$ cat src/rtl/gcd_job_feeder_if.sv
// Job, core and result handshake bundle for gcd_job_feeder.
// The environment (job source, GCD core, result sink) is the master; the feeder is the slave.
interface gcd_job_feeder_if;
  logic       In_Valid;
  logic       In_Ready;
  logic [7:0] In_A;
  logic [7:0] In_B;

  logic [7:0] Ain;
  logic [7:0] Bin;
  logic       Start;
  logic       Ack;
  logic       q_I;
  logic       q_Done;
  logic [7:0] AB_GCD;

  logic       Res_Valid;
  logic       Res_Ready;
  logic [7:0] Res_GCD;
  logic [3:0] Res_Tag;

  logic       Busy;

  modport master (
    output In_Valid, In_A, In_B, q_I, q_Done, AB_GCD, Res_Ready,
    input  In_Ready, Ain, Bin, Start, Ack, Res_Valid, Res_GCD, Res_Tag, Busy
  );

  modport slave (
    input  In_Valid, In_A, In_B, q_I, q_Done, AB_GCD, Res_Ready,
    output In_Ready, Ain, Bin, Start, Ack, Res_Valid, Res_GCD, Res_Tag, Busy
  );
endinterface

$ cat src/rtl/gcd_job_feeder.sv
// Queues tagged GCD jobs and feeds them one at a time to a Start/Ack GCD core.
// Optional macro GCD_ZERO_GUARD_EN resolves jobs with a zero operand locally as A|B.
module gcd_job_feeder (
  input logic             Clk,
  input logic             Reset,
  gcd_job_feeder_if.slave bus
);

  typedef enum logic [1:0] {StIdle, StIssue, StWait, StAck} state_e;

  state_e     state_q;

  logic [7:0] fifo_a   [4];
  logic [7:0] fifo_b   [4];
  logic [3:0] fifo_tag [4];
  logic [1:0] wr_ptr_q;
  logic [1:0] rd_ptr_q;
  logic [2:0] count_q;
  logic [3:0] tag_cnt_q;

  logic [7:0] ain_q;
  logic [7:0] bin_q;
  logic [3:0] cur_tag_q;
  logic       start_q;
  logic       ack_q;
  logic       res_valid_q;
  logic [7:0] res_gcd_q;
  logic [3:0] res_tag_q;

  logic       q_full;
  logic       q_empty;
  logic       push;
  logic       pop;
  logic       issue;
  logic       local_res;
  logic       res_free;
  logic       capture;
  logic [7:0] head_a;
  logic [7:0] head_b;
  logic [3:0] head_tag;

  assign q_full   = (count_q == 3'd4);
  assign q_empty  = (count_q == 3'd0);
  assign head_a   = fifo_a[rd_ptr_q];
  assign head_b   = fifo_b[rd_ptr_q];
  assign head_tag = fifo_tag[rd_ptr_q];

  assign push     = bus.In_Valid & ~q_full;
  // Result register may be written when empty or being drained this same cycle.
  assign res_free = ~res_valid_q | bus.Res_Ready;
  assign capture  = (state_q == StWait) & bus.q_Done & res_free;

  always_comb begin
    issue     = 1'b0;
    local_res = 1'b0;
    if (state_q == StIdle && !q_empty) begin
`ifdef GCD_ZERO_GUARD_EN
      if (head_a == 8'd0 || head_b == 8'd0) begin
        local_res = res_free;
      end else begin
        issue = bus.q_I;
      end
`else
      issue = bus.q_I;
`endif
    end
  end

  assign pop = issue | local_res;

  // Job queue and tag counter
  always_ff @(posedge Clk or posedge Reset) begin
    if (Reset) begin
      wr_ptr_q  <= 2'd0;
      rd_ptr_q  <= 2'd0;
      count_q   <= 3'd0;
      tag_cnt_q <= 4'd0;
      for (int i = 0; i < 4; i++) begin
        fifo_a[i]   <= 8'd0;
        fifo_b[i]   <= 8'd0;
        fifo_tag[i] <= 4'd0;
      end
    end else begin
      if (push) begin
        fifo_a[wr_ptr_q]   <= bus.In_A;
        fifo_b[wr_ptr_q]   <= bus.In_B;
        fifo_tag[wr_ptr_q] <= tag_cnt_q;
        wr_ptr_q           <= wr_ptr_q + 2'd1;
        tag_cnt_q          <= tag_cnt_q + 4'd1;
      end
      if (pop) begin
        rd_ptr_q <= rd_ptr_q + 2'd1;
      end
      if (push && !pop) begin
        count_q <= count_q + 3'd1;
      end else if (!push && pop) begin
        count_q <= count_q - 3'd1;
      end
    end
  end

  // Core sequencing FSM with registered outputs
  always_ff @(posedge Clk or posedge Reset) begin
    if (Reset) begin
      state_q     <= StIdle;
      ain_q       <= 8'd0;
      bin_q       <= 8'd0;
      cur_tag_q   <= 4'd0;
      start_q     <= 1'b0;
      ack_q       <= 1'b0;
      res_valid_q <= 1'b0;
      res_gcd_q   <= 8'd0;
      res_tag_q   <= 4'd0;
    end else begin
      start_q <= 1'b0;
      ack_q   <= 1'b0;

      if (capture || local_res) begin
        res_valid_q <= 1'b1;
      end else if (bus.Res_Ready) begin
        res_valid_q <= 1'b0;
      end

`ifdef GCD_ZERO_GUARD_EN
      // gcd(0,x)=x and gcd(0,0)=0, both given by A|B when one operand is zero.
      if (local_res) begin
        res_gcd_q <= head_a | head_b;
        res_tag_q <= head_tag;
      end
`endif

      unique case (state_q)
        StIdle: begin
          if (issue) begin
            ain_q     <= head_a;
            bin_q     <= head_b;
            cur_tag_q <= head_tag;
            start_q   <= 1'b1;
            state_q   <= StIssue;
          end
        end
        StIssue: begin
          state_q <= StWait;
        end
        StWait: begin
          if (capture) begin
            res_gcd_q <= bus.AB_GCD;
            res_tag_q <= cur_tag_q;
            ack_q     <= 1'b1;
            state_q   <= StAck;
          end
        end
        StAck: begin
          state_q <= StIdle;
        end
        default: begin
          state_q <= StIdle;
        end
      endcase
    end
  end

  assign bus.In_Ready  = ~q_full;
  assign bus.Ain       = ain_q;
  assign bus.Bin       = bin_q;
  assign bus.Start     = start_q;
  assign bus.Ack       = ack_q;
  assign bus.Res_Valid = res_valid_q;
  assign bus.Res_GCD   = res_gcd_q;
  assign bus.Res_Tag   = res_tag_q;
  assign bus.Busy      = (state_q != StIdle);

endmodule

$ cat src/flat_wrapper.sv
// flat-port wrapper written by rule: the top's interface ports become plain ports
module gcd_job_feeder_flat 
  (Clk, Reset, bus_In_Valid, bus_In_A, bus_In_B, bus_q_I, bus_q_Done, bus_AB_GCD, bus_Res_Ready, bus_In_Ready, bus_Ain, bus_Bin, bus_Start, bus_Ack, bus_Res_Valid, bus_Res_GCD, bus_Res_Tag, bus_Busy);
  gcd_job_feeder_if bus_i ();
  input logic Clk;
  input logic Reset;
  input wire logic [$bits(bus_i.In_Valid)-1:0] bus_In_Valid;
  input wire logic [$bits(bus_i.In_A)-1:0] bus_In_A;
  input wire logic [$bits(bus_i.In_B)-1:0] bus_In_B;
  input wire logic [$bits(bus_i.q_I)-1:0] bus_q_I;
  input wire logic [$bits(bus_i.q_Done)-1:0] bus_q_Done;
  input wire logic [$bits(bus_i.AB_GCD)-1:0] bus_AB_GCD;
  input wire logic [$bits(bus_i.Res_Ready)-1:0] bus_Res_Ready;
  output wire logic [$bits(bus_i.In_Ready)-1:0] bus_In_Ready;
  output wire logic [$bits(bus_i.Ain)-1:0] bus_Ain;
  output wire logic [$bits(bus_i.Bin)-1:0] bus_Bin;
  output wire logic [$bits(bus_i.Start)-1:0] bus_Start;
  output wire logic [$bits(bus_i.Ack)-1:0] bus_Ack;
  output wire logic [$bits(bus_i.Res_Valid)-1:0] bus_Res_Valid;
  output wire logic [$bits(bus_i.Res_GCD)-1:0] bus_Res_GCD;
  output wire logic [$bits(bus_i.Res_Tag)-1:0] bus_Res_Tag;
  output wire logic [$bits(bus_i.Busy)-1:0] bus_Busy;
  assign bus_i.In_Valid = bus_In_Valid;
  assign bus_i.In_A = bus_In_A;
  assign bus_i.In_B = bus_In_B;
  assign bus_i.q_I = bus_q_I;
  assign bus_i.q_Done = bus_q_Done;
  assign bus_i.AB_GCD = bus_AB_GCD;
  assign bus_i.Res_Ready = bus_Res_Ready;
  assign bus_In_Ready = bus_i.In_Ready;
  assign bus_Ain = bus_i.Ain;
  assign bus_Bin = bus_i.Bin;
  assign bus_Start = bus_i.Start;
  assign bus_Ack = bus_i.Ack;
  assign bus_Res_Valid = bus_i.Res_Valid;
  assign bus_Res_GCD = bus_i.Res_GCD;
  assign bus_Res_Tag = bus_i.Res_Tag;
  assign bus_Busy = bus_i.Busy;
  gcd_job_feeder u_core (.Clk(Clk), .Reset(Reset), .bus(bus_i));
endmodule
$ cat config.mk
export PLATFORM = sky130hd
export DESIGN_NAME = gcd_job_feeder_flat
export DESIGN_NICKNAME = d
export VERILOG_FILES = /design/src/rtl/gcd_job_feeder_if.sv /design/src/rtl/gcd_job_feeder.sv /design/src/flat_wrapper.sv
export SDC_FILE = /design/constraint.sdc
export NUM_CORES = 1
export LEC_CHECK = 0
export ABC_AREA = 0
export BUFFER_PORTS_ARGS = -buffer_cell sky130_fd_sc_hd__buf_2
export CORE_MARGIN = 1.5
export CORE_UTILIZATION = 40
export CTS_CLUSTER_DIAMETER = 200
export DETAILED_ROUTE_END_ITERATION = 7
export GPL_ROUTABILITY_DRIVEN = 0
export PLACE_DENSITY = 0.58
export SETUP_SLACK_MARGIN = 0.15
export SLEW_MARGIN = 30
export SYNTH_ARGS = -nofsm -noshare
export SYNTH_HDL_FRONTEND = slang
export SYNTH_SLANG_ARGS = --single-unit
export TNS_END_PERCENT = 20
$ cat constraint.sdc
create_clock -name Clk -period 8.7 [get_ports Clk]
set_clock_uncertainty 0.2 [all_clocks]
set_input_delay 0.435 -clock Clk [delete_from_list [all_inputs] [get_ports Clk]]
set_output_delay 0.435 -clock Clk [all_outputs]
set_load 0.005 [all_outputs]
---- After elaboration in Yosys (flattened, before gate mapping) ----
Cells that the tools add are included.
word-level totals
  logic and storage cells ................. 90
  register bits after elaboration ......... 128
  bits of input ports ..................... 30
  output and inout bits ................... 33
cells by class
  add/subtract/negate cells ............... 5
  order comparisons ....................... 3
  reduce and logical (&&, ||, !) cells .... 15
  bitwise logic cells ..................... 8
  multiplexer cells ....................... 28
  equality and inequality tests ........... 6
operators by type and width
  operator               number
  $bwmux W32             2
  $mux W8                5
  $bmux W8 S2            2
  $bwmux W16             1
  $demux W8 S2           1
  $mux W4                3
  $bmux W4 S2            1
  $demux W4 S2           1
  $pmux W2 S4            1
  $mux W1                7
  $ge A3 B3 Y1 const B   2
  $mux W3                2
  $not A2 Y3             2
  $reduce_and A2 Y1      3
  $reduce_bool A2 Y1     3
  $add A2 B1 Y2 const B  2
  $add A4 B1 Y4 const B  1
  $eq A2 B2 Y1 const B   2
  $logic_and A1 B1 Y1    4
  $mux W2                2
  $ne A2 B1 Y1 const B   2
  $add A3 B1 Y3 const B  1
  $and A1 B1 Y1          3
  $eq A3 B3 Y1 const B   1
  other kinds (8)        11

---- Depth between registers and ports, before layout ----
  word-level depth ........................ 7
  depth in mapped cells ................... 10
  mapped depth without buffers ............ 9

---- Worst setup path before layout ----
No wires, ideal clock.
  path kind ............................... register -> register
  from .................................... register u_core.count_q[0]
  to ...................................... register u_core.count_q[2]
  arrival ................................. 2.233 ns
  clock period less this slack ............ 2.512 ns
  library setup time ...................... 0.079 ns
  cell stages (with the launch flop) ...... 9
  required time ........................... 8.421 ns
  path buffers ............................ 1
  setup slack ............................. 6.188 ns
  cell sequence ........................... dfrtp_1 -> o311ai_1 -> buf_2 -> ha_1 -> inv_1 -> fa_1 -> xor2_1 -> nor2_1 -> xor2_1
on the way
  cells in the longest elaborated chain, start to end .. 7
  elaborated cells on any way between the ends .. 16
  those cells by class .................... add/sub (2); eq/ne (1); mux (3); bitwise (2); reduce/logical (8)
ends and longest elaborated chain
  element                                                RTL line              text
  from (decl)                                            gcd_job_feeder.sv:18  logic [2:0] count_q;
  from (signal assigned)                                 gcd_job_feeder.sv:95  count_q <= count_q + 3'd1;
  from (signal assigned)                                 gcd_job_feeder.sv:97  count_q <= count_q - 3'd1;
  branches (longest 7 deep; another with $sub A3 B1 Y3)  --
Several ways; the timed one is not identified. The select of a mux whose other input is x is not followed.
A chain may end at the register's enable or synchronous reset.

---- Final worst setup path ----
Same ends and word-level chain as after synthesis.

==> impl_metrics.py <==
metrics = {
    "timing": {
        "period_minus_slack_ns": 2.533,
        "rsz0062_at_grt": "no",
        "tns_ns": 0,
        "setup_viol": 0,
        "hold_viol": 0,
        "maxSlewHeadroom_pct": 48.34,
        "fmax_mhz": 394.8,
        "tightest_slew_ns": 0.7750,
        "slew_viol_final": 0,
        "layout_worst_path_cycle_share_pct": 29.11,
    },
    "logic_synthesis": {
        "synth_area_per_cell_um2": 16.56,
        "synth_most_common_cell": "dfrtp_1",
        "yosys.area.top_type": "dfrtp_1",
        "synthTopCellsByArea": "dfrtp_1 59%, mux2_2 23%, mux4_2 8.3%",
        "synthFlopType": "dfrtp_1",
        "synth_nets": 367,
        "ys_ff_latch": 128,
        "syn_area_mm2": 0.005430,
        "synth_edf_count": 0,
        "yosys_warnings": 0,
        "synthTopCellsByCount": "128 x dfrtp_1, 110 x mux2_2, 20 x mux4_2",
        "synth_top_area_share_pct": 58.99,
        "async_flop_share_pct": 100.0,
        "ys_types": 26,
        "syn_inst": 328,
        "seq_area_frac_synth_pct": 58.99,
    },
    "drt": {
        "dr_total_vias": 2907,
        "drtIter0Drc": 105,
        "antenna_left": 0,
        "viasPerCell": 5.003,
        "wirelength_um": 9721,
        "drc": 0,
        "post_drt_wl_per_cell_um": 16.73,
        "firstDrtPassIters": 4,
    },
    "clocking": {
        "cts_setup_buffers": 0,
        "clock_latency_ns": 0.41,
        "cts_buffer_depth": 2,
        "clock_sinks": 128,
        "clockRootBuffer": "clkbuf_16",
        "clkTransAtPathRegs_ns": 0.05,
        "htreeDepth": 4,
        "numCtsBuffers": 17,
        "cts_tree": "done",
    },
    "placement": {
        "dp_hpwl_um": 5825,
        "placed_cell_area_mm2": 0.005886,
        "port_buffers": 62,
        "dp.cells": 554,
    },
    "die": {
        "rows": 42,
        "initial_core_util_pct": 41.01,
        "design.core.area_mm2": 0.01324,
        "fp.dieW_um": 119.5,
        "ioPinCount": 63,
        "die_area_mm2": 0.01428,
        "die_y_um": 119.5,
    },
    "finish": {
        "antennaDiodeCount": 0,
        "final_nets": 437,
        "layout-drive-gt1-share_pct": 55.80,
        "area_delta_synth_final_pct": 17.63,
        "multi_input_area_mm2": 0.002085,
        "fill_cells": 1170,
        "register_area_mm2": 0.003204,
        "stdcell_count": 581,
        "finalInstanceArea_mm2": 0.006387,
    },
    "grt": {
        "grt.overflow.total": 0,
        "grt_pass1_vias": 3141,
        "grt_first_pass_wirelength_um": 16140,
        "grt_start_max_net_pins": 86,
        "antenna_found_initial": 0,
        "track_usage_pct": 15.15,
    },
    "hold_path": {
        "hold_path.class": "input port to flop",
    },
    "setup_path": {
        "r2r_slack_ns": 6.17,
        "path_class": "flop to flop",
        "startpoint_type": "flop",
        "required_ns": 8.83,
        "critPathArrivalTime_ns": 2.66,
        "setup.worst_path.end_class": "flop",
        "worstPathMaxFanout": 23,
    },
    "job": {
        "drv_cap": 0,
    },
    "pwr": {
        "p_per_area_mw_per_mm2": 396.5,
        "static-leakage-power_nw": 2.860,
        "ir_drop_mv": 0.1598,
    },
    "status": {
        "status": "finished, final reports clean",
    },
}
## worst max-delay path, cell delays in order (launching register included)
cell and delay (ns):
dfrtp_1 0.46, o311ai_4 0.30, buf_4 0.38, ha_1 0.24, inv_1 0.06, fa_1 0.37
xor2_1 0.17, nor2_1 0.11, xor2_1 0.16
## worst paths after layout
kind | startpoint | endpoint | cells past startpoint
worst max-delay path | u_core.count_q[0]$_DFFE_PP0P_ | u_core.count_q[2]$_DFFE_PP0P_ | 8
worst min register to register | u_core.fifo_tag[13]$_DFFE_PP0P_ | u_core.fifo_tag[13]$_DFFE_PP0P_ | 1
max in group asynchronous | Reset | u_core.fifo_b[22]$_DFFE_PP0P_ | 4
worst min-delay path | bus_q_Done | u_core.bus.Res_Valid$_DFFE_PP0P_ | 3
min in group asynchronous | Reset | u_core.bus.Res_GCD[3]$_DFFE_PP0P_ | 3
worst max register to register | u_core.count_q[0]$_DFFE_PP0P_ | u_core.count_q[2]$_DFFE_PP0P_ | 8
## power by group
group / switching (mW) / leakage (nW) / internal, mW
clock network: 0.225 / 0.244 / 0.375
logic: 0.295 / 1.08 / 0.535
registers: 0.200 / 1.53 / 0.903
## cell usage in the layout (no fill, tap or decap), types with 2 or more instances in the layout
master     count
nand2_1        8
clkinv_2       2
mux2_2       110
buf_2         62
xnor2_1        7
clkbuf_16     17
buf_4          2
mux2_1         4
clkbuf_1       4
inv_1          8
clkbuf_8       3
nand2_2        4
xor2_1         2
ha_1           8
mux4_2        20
dfrtp_1      127
## flip-flops by register name, indices dropped and copies added (netlist names), 3 cells and up
register and cells:
u_core.fifo_b 32, u_core.fifo_tag 16, u_core.bus.Ain 8, u_core.count_q 3, u_core.bus.Res_GCD 8, u_core.bus.Bin 8, u_core.bus.Res_Tag 4, u_core.tag_cnt_q 4
u_core.cur_tag_q 4, u_core.fifo_a 32
## repair_timing
action                                 in CTS  in global routing
endpoints found under the hold margin      43                  0
gates resized for setup                     0                  0
hold buffers                                1                  0
## layer usage
metal | track usage (%) | up-vias | share of wire (%) | routed length [um]
met3 | 4.658 | 14 | 4.2 | 408
li1 | - | 1330 | - | -
met4 | 6.920 | 0 | 1.9 | 183
met2 | 24.50 | 58 | 48 | 4674
met1 | 18.72 | 1505 | 46 | 4454
met5 | 0 | - | 0 | 0
## kinds of logic (layout without fill, tap and decap cells)
| logic type | Yosys count | count (layout) | synth area share (%) |
|---|---|---|---|
| flip-flops | 128 | 128 | 58.99 |
| buffers and inverters | 25 | 102 | 2.949 |
| XOR/XNOR | 9 | 9 | 1.452 |
| AO/OA/AOI/OAI | 5 | 5 | 0.6913 |
| AND/OR/NAND/NOR | 18 | 18 | 1.774 |
| multiplexers | 134 | 134 | 31.94 |
| adder cells (fa/ha/maj) | 9 | 9 | 2.212 |
## metrics by stage
stage | power (mW) | util [%] | worst slack, ns | hold WS (ns)
floorplan | 1.729 | - | 4.652 | 0.2524
global placement | 1.927 | 44.41 | 6.211 | 0.2690
detailed placement | 1.960 | 44.44 | 6.144 | 0.2796
CTS | 2.576 | 48.23 | 6.131 | 0.02491
global route | 2.709 | 48.23 | 6.001 | 0.04412
finish | 2.533 | 48.23 | 6.167 | 0.04697
## cell type report
| cell class | count | area share (%) |
|---|---|---|
| clock buffer | 24 | 7.542 |
| clock inverter | 2 | 0.1567 |
| inverter | 10 | 0.6268 |
| multi-input combinational | 175 | 32.63 |
| sequential | 128 | 50.17 |
| tap | 176 | 3.448 |
| timing repair buffer | 66 | 5.426 |
(Power assumes the default switching activity.)
